File: config.mk
export PLATFORM = sky130hd
export DESIGN_NAME = bist_response_analyzer
export DESIGN_NICKNAME = d
export VERILOG_FILES = /design/src/rtl/bist_response_analyzer.sv
export SDC_FILE = /design/constraint.sdc
export NUM_CORES = 1
export LEC_CHECK = 0
export BUFFER_PORTS_ARGS = -buffer_cell sky130_fd_sc_hd__buf_2
export CAP_MARGIN = 20
export CORE_MARGIN = 4
export CORE_UTILIZATION = 53
export CTS_CLUSTER_DIAMETER = 120
export DETAILED_ROUTE_END_ITERATION = 10
export MAX_ROUTING_LAYER = met4
export PLACE_DENSITY = 0.9
export SLEW_MARGIN = 15
export SYNTH_ARGS = -nofsm -noshare
export SYNTH_HDL_FRONTEND = slang
export SYNTH_SLANG_ARGS = --single-unit
export TNS_END_PERCENT = 10
File: constraint.sdc
create_clock -name clk -period 3.85 [get_ports clk]
set_input_delay 0.1925 -clock clk [delete_from_list [all_inputs] [get_ports clk]]
set_output_delay 0.1925 -clock clk [all_outputs]
set_load 0.02 [all_outputs]
File: src/rtl/bist_response_analyzer.sv
// -----------------------------------------------------------------------------
// bist_response_analyzer
//
// Purpose:
//   BIST response stage that sits behind the registered multiplier product.
//   It gates the upstream pattern generator and drops the pipeline-fill
//   samples that come out of the multiplier output register. It then folds a
//   fixed number of products into an 8-bit MISR signature and compares that
//   signature with a golden value. The result is reported as done/pass.
//
// Ports:
//   clk         in   rising-edge clock
//   rst         in   synchronous active-high reset; aborts any run
//   start       in   level-sampled run request, honoured only in IDLE/DONE
//   result_in   in   [DATA_W] registered product from the multiplier
//   golden_sig  in   [DATA_W] expected signature, sampled in COMPARE
//   tpg_en      out  pattern generator enable (FLUSH, CAPTURE)
//   busy        out  run in progress (FLUSH, CAPTURE, COMPARE)
//   done        out  run complete, held until next start or rst
//   pass        out  signature matched golden_sig; meaningful while done=1
//   signature   out  [DATA_W] current MISR contents
//   sample_cnt  out  [8] products compacted in the current run
//
// Parameters:
//   DATA_W         product/signature width (MISR taps assume 8)
//   PATTERN_COUNT  products compacted per run, 1..255
//   LATENCY        pipeline-fill cycles discarded after start, 0..15
// -----------------------------------------------------------------------------
module bist_response_analyzer #(
  parameter int DATA_W        = 8,
  parameter int PATTERN_COUNT = 16,
  parameter int LATENCY       = 1
) (
  input  logic              clk,
  input  logic              rst,
  input  logic              start,
  input  logic [DATA_W-1:0] result_in,
  input  logic [DATA_W-1:0] golden_sig,
  output logic              tpg_en,
  output logic              busy,
  output logic              done,
  output logic              pass,
  output logic [DATA_W-1:0] signature,
  output logic [7:0]        sample_cnt
);

  typedef enum logic [2:0] {
    S_IDLE    = 3'd0,
    S_FLUSH   = 3'd1,
    S_CAPTURE = 3'd2,
    S_COMPARE = 3'd3,
    S_DONE    = 3'd4
  } state_t;

  // Terminal values of the two run counters. The flush counter runs from
  // 0 to LATENCY-1. The sample counter leaves CAPTURE on the edge where it
  // would reach PATTERN_COUNT.
  localparam logic [3:0] FLUSH_LAST = 4'((LATENCY > 0) ? (LATENCY - 1) : 0);
  localparam logic [7:0] CNT_LAST   = 8'(PATTERN_COUNT - 1);

  state_t          r_state;
  state_t          w_state_nxt;
  logic [3:0]      r_flush_cnt;
  logic            w_run_req;

  // One MISR step for x^8+x^4+x^3+x^2+1. The feedback bit comes from taps
  // 7,5,4,3 and enters at bit 0. The incoming product is XORed over the
  // shifted word. There are no carries anywhere.
  function automatic logic [DATA_W-1:0] misr_step(
    input logic [DATA_W-1:0] sig,
    input logic [DATA_W-1:0] din
  );
    logic fb;
    fb = sig[7] ^ sig[5] ^ sig[4] ^ sig[3];
    return {sig[DATA_W-2:0], fb} ^ din;
  endfunction

  // A run request is only honoured while no run is in flight.
  assign w_run_req = start && ((r_state == S_IDLE) || (r_state == S_DONE));

  // ---- state register ------------------------------------------------------
  always_ff @(posedge clk) begin
    if (rst) begin
      r_state <= S_IDLE;
    end else begin
      r_state <= w_state_nxt;
    end
  end

  // ---- next state and state-decoded outputs --------------------------------
  always_comb begin
    w_state_nxt = r_state;
    tpg_en      = 1'b0;
    busy        = 1'b0;
    unique case (r_state)
      S_IDLE, S_DONE: begin
        if (start) begin
          w_state_nxt = (LATENCY > 0) ? S_FLUSH : S_CAPTURE;
        end
      end
      S_FLUSH: begin
        tpg_en = 1'b1;
        busy   = 1'b1;
        if (r_flush_cnt == FLUSH_LAST) begin
          w_state_nxt = S_CAPTURE;
        end
      end
      S_CAPTURE: begin
        tpg_en = 1'b1;
        busy   = 1'b1;
        if (sample_cnt == CNT_LAST) begin
          w_state_nxt = S_COMPARE;
        end
      end
      S_COMPARE: begin
        busy        = 1'b1;
        w_state_nxt = S_DONE;
      end
      default: begin
        w_state_nxt = S_IDLE;
      end
    endcase
  end

  // ---- run counters and result flags ---------------------------------------
  always_ff @(posedge clk) begin
    if (rst) begin
      r_flush_cnt <= 4'd0;
      sample_cnt  <= 8'd0;
      done        <= 1'b0;
      pass        <= 1'b0;
    end else begin
      if (w_run_req) begin
        r_flush_cnt <= 4'd0;
        sample_cnt  <= 8'd0;
        done        <= 1'b0;
        pass        <= 1'b0;
      end else begin
        unique case (r_state)
          S_FLUSH: begin
            r_flush_cnt <= r_flush_cnt + 4'd1;
          end
          S_CAPTURE: begin
            sample_cnt <= sample_cnt + 8'd1;
          end
          S_COMPARE: begin
            // The signature is frozen in COMPARE, so the register itself
            // can be compared directly.
            pass <= (signature == golden_sig);
            done <= 1'b1;
          end
          default: begin
          end
        endcase
      end
    end
  end

  // ---- signature compaction ------------------------------------------------
  // The signature is cleared by reset and by an accepted start. It then holds
  // at zero through FLUSH, so pipeline-fill products never reach it.
  always_ff @(posedge clk) begin
    if (rst) begin
      signature <= '0;
    end else if (w_run_req) begin
      signature <= '0;
    end else if (r_state == S_CAPTURE) begin
      signature <= misr_step(signature, result_in);
    end
  end

endmodule

# Word-level counts from Yosys, hierarchy flattened

Cells that the tools add are included.

Flip-flop bits (word level): 25
Input bits: 19
Output and inout port bits: 20

Add/sub/neg operators: 2
Equality and inequality tests: 9
Multiplexer cells: 6
Bitwise logic cells: 4
Reductions and logical operators: 9

Operators with widths:

| kind                                                                  | number |
|---|---|
| 3-bit one-hot mux with 4 select lines                                 | 1 |
| 3-bit two-way mux                                                     | 3 |
| 8-bit by 1-bit adder with 8-bit output, second input constant         | 1 |
| 8-bit by 4-bit equality test with 1-bit output, second input constant | 1 |
| 8-bit equality test                                                   | 1 |
| 8-bit XOR                                                             | 1 |
| 3-bit by 2-bit equality test with 1-bit output, second input constant | 2 |
| 2-bit inequality test, second input constant                          | 3 |
| 2-bit OR reduction                                                    | 3 |
| 4-bit by 1-bit adder with 4-bit output, second input constant         | 1 |
| 4-bit logical NOT                                                     | 1 |
| 3-bit by 1-bit equality test with 1-bit output, second input constant | 1 |
| 3-bit equality test, second input constant                            | 1 |
| 3-bit logical NOT                                                     | 1 |
| 3-bit AND reduction                                                   | 1 |
| 3-bit OR reduction                                                    | 1 |
| 1-bit XOR                                                             | 3 |
| 1-bit two-way mux                                                     | 2 |
| 1-bit logical AND                                                     | 1 |
| 1-bit logical OR                                                      | 1 |

# Logic depth before layout (Yosys ltp)

Depth in word-level cells: 4
Gate-level depth with buffers: 5
Depth with buffers taken out: 5

# Least setup slack after synthesis

OpenSTA, ideal clock, no wires.

Path type: reg-to-reg
From: register signature[3]
To: register signature[0]
Arrival: 1.246 ns
Path slack: 2.476 ns
Stages on the path, launching flop included: 5
Buffers on the path: 0
Path through: dfxtp_1 -> xnor3_1 -> xnor2_1 -> mux2i_1 -> nor2_1

Cells in the longest elaborated chain, start to end: 2

RTL lines:

| element                | RTL line | source |
|---|---|---|
| start, declared        | 43       | `output logic [DATA_W-1:0] signature,` |
| start signal, assigned | 168      | `signature <= misr_step(signature, result_in);` |
| 1-bit XOR              | 74       | `fb = sig[7] ^ sig[5] ^ sig[4] ^ sig[3];` |
| 8-bit XOR              | 75       | `return {sig[DATA_W-2:0], fb} ^ din;` |

No other way between the ends.
A chain may end at the register's enable or synchronous reset.

# Worst setup path in the final report

From: register r_state[1]
To: register pass

Cells in the longest elaborated chain, start to end: 4
Elaborated cells between the ends (all ways): 6
Those cells by class: 2 x eq/ne; 4 x reduce/logical

RTL lines:

| element                                                         | RTL line | source |
|---|---|---|
| start, declared                                                 | 61       | `state_t r_state;` |
| start signal, assigned                                          | 86       | `r_state <= w_state_nxt;` |
| 3-bit equality test / 3-bit logical NOT (equally long branches) | 79       | `assign w_run_req = start && ((r_state == S_IDLE) \|\| (r_state == S_DONE));` |
| 1-bit logical OR                                                | 79       |  |
| 1-bit logical AND                                               | 79       |  |
| 2-bit OR reduction (no line)                                    | n/a      |  |
| end signal, assigned                                            | 149      | `pass <= (signature == golden_sig);` |
| end, declared                                                   | 42       | `output logic pass,` |

Several ways; a longest one is shown, not always the timed one.

==> impl_metrics.csv <==
group,metric,value,unit
outcome,status,"finished clean",
global_route,antenna_found_initial,0,
timing,finalSetupTns,0,ps
critical_path,crit_path_start_kind,"flop",
clocking,post-cts-setup-buffers,0,
drt,drtAntennaViolNets,0,
clocking,tritoncts,"done",
drt,drt_iter0_markers,8,
logic_synthesis,synth_top_flop_cell,"dfxtp_1",
placement,dpl_cell_area,1404,um^2
global_route,grt.total_usage,17.63,%
critical_path,worst-path-max-fanout,23,
placement,post-place-ws,2149,ps
drt,vias,1007,
critical_path,cp_slowest_cell,"or4_1",
die,start_util,58.27,%
logic_synthesis,synth_area_leaders,"dfxtp_1 (42%), xnor2_1 (15%), nor2_1 (8.2%), xor2_1 (5.9%), a211oi_1 (4.4%)",
logic_synthesis,syn-mean-instance-area,9.369,um^2
logic_synthesis,synth_cells,127,
clocking,cts_hold_buffers,0,
global_route,grt_pass1_wl,4395,um
placement,dp.cells,189,
logic_synthesis,synth_cell_types,26,
clocking,cts_htree_levels,1,
clocking,clock_path_buffers,2,
cells_and_area,diodes,0,
power_and_ir_drop,ir_drop,0.2056,mV
drt,first_pass_iters,7,
power_and_ir_drop,power_density,351.2,nW/um^2
cells_and_area,fin_cells,193,
cells_and_area,finalCoreUtilization,70.22,%
logic_synthesis,ys_warn_count,0,
clocking,clockRootBuffer,"clkbuf_4",
global_route,first_global_vias,1025,
critical_path,critical_path_required,4100,ps
global_route,grt_max_degree,24,
critical_path,max_stage_delay,590,ps
run,maxCapViolations,0,
clocking,clock_sinks,25,
logic_synthesis,synth.ff_latch_count,25,
timing,setup_ws,2100,ps
global_route,overflow,0,
timing,min_period,1750,ps
placement,io_buffers,38,
logic_synthesis,netlist_area,1190,um^2
timing,fin_crit_sh,45.45,%
timing,fmax,571.4,MHz
placement,hpwl,1931,um
critical_path,crit_chain,"nor2_1, a21o_1, or4_1, o21ai_1",
drt,vias_per_cell,5.218,
logic_synthesis,ys_async_sr_fraction,0,%
drt,drc_errors,0,
clocking,path_clk_slew,140,ps
logic_synthesis,synth_top_cell_area_share,42.06,%
timing,drv_slew,0,
clocking,ctsResizeCount,0,
logic_synthesis,synth_edf_count,0,
logic_synthesis,ys_seq_area_share,42.06,%
timing,fin_skew,13.19,ps
power_and_ir_drop,finalPower,503.6,uW
power_and_ir_drop,p_leak,0.5935,nW
die,core,2042,um^2
cells_and_area,nets,189,
die,rows,16,
logic_synthesis,syn_nets,149,
critical_path,cp.arrival,2000,ps
critical_path,end_kind,"flop",
placement,gp_routability_congestion,0.7442,
critical_path,crit_type,"flop to flop",
timing,slew_headroom,53.52,%
die,ios,39,
cells_and_area,drive_gt1_share,27.11,%
cells_and_area,syn2layout_area_growth,20.51,%
drt,routed_wl,2485,um
hold_path,worstHoldPathType,"primary input to flop",
clocking,clk_latency,320,ps
timing,tightest_slew,697.3,ps
clocking,cts_made_buffers,3,
logic_synthesis,synth_largest_area_cell,"dfxtp_1",
critical_path,rrSetupSlack,2100,ps
die,die-area,3067,um^2
timing,setup_viol,0,
timing,hold_viol_final,0,
drt,routedWlPerCell,12.88,um
timing,whs,50.09,ps
timing,rsz0062_at_grt,"no",
cells_and_area,postLayoutCellArea,1434,um^2
die,die_h,55.38,um
die,die_x,55.38,um
## where the power goes
part / switching, mW / leakage, nW / internal (mW)
sequential: 0.0139 / 0.202 / 0.268
clock: 0.0787 / 0.0139 / 0.0396
combinational: 0.0558 / 0.377 / 0.0472
total: 0.148 / 0.594 / 0.355
## sequential cells by signal, indices dropped and copies added (netlist names)
register	cells
pass	1
r_flush_cnt	4
sample_cnt	8
signature	8
r_state	3
done	1
## worst max-delay path, delay by kind of cell (launching register included)
family | cells | cell delay (ps)
and+or+nand+nor | 2 | 710
AOI/OAI and AO/OA | 2 | 520
DFF | 1 | 450
## worst paths after layout
kind,from,endpoint,cells past startpoint
hold / removal,rst,r_state[2],2
hold reg to reg,pass,pass,2
setup / recovery,r_state[1],pass,4
setup reg to reg,r_state[1],pass,4
## placed cells by master (no fill, tap or decap), types with 4 or more instances in the layout
| cell type | instances |
|---|---|
| nor2_1 | 26 |
| nand4_1 | 4 |
| a211oi_1 | 7 |
| buf_2 | 38 |
| xor2_1 | 8 |
| dfxtp_1 | 25 |
| xnor2_1 | 20 |
## cell type report
type	instances	area, um^2
multi-input cells	95	660.6
clock inverters	1	7.507
clock buffers	3	22.52
repair buffers	39	197.7
flip-flops and latches	25	500.5
fillers	166	608.1
well taps	27	33.78
inverters	3	11.26
## metal layers
| metal | up-vias | GRT usage (%) | part of all wire (%) |
|---|---|---|---|
| met5 | - | - | 0 |
| met4 | 0 | 5.208 | 0 |
| met3 | 0 | 3.730 | 4.9 |
| met2 | 27 | 29.73 | 53 |
| met1 | 473 | 21.03 | 43 |
| li1 | 507 | - | - |
## kinds of logic after synthesis
| logic type | Yosys count | share of synthesized area (%) |
|---|---|---|
| multiplexers | 2 | 1.683 |
| XOR/XNOR | 29 | 22.50 |
| flip-flops | 25 | 42.06 |
| AO/OA/AOI/OAI | 14 | 8.097 |
| AND/OR/NAND/NOR | 47 | 20.08 |
| adder cells (fa/ha/maj) | 3 | 3.155 |
| buffers and inverters | 7 | 2.419 |
## synthesized netlist by cell type, types with 3 or more instances
cell type and number:
a211oi_1 7, a21oi_1 3, dfxtp_1 25, ha_1 3
inv_1 3, nand2_1 3, nand3_1 3, nand4_1 4
nor2_1 26, xnor2_1 20, xor2_1 8
No activity file was read; power rests on OpenSTA's default activity.
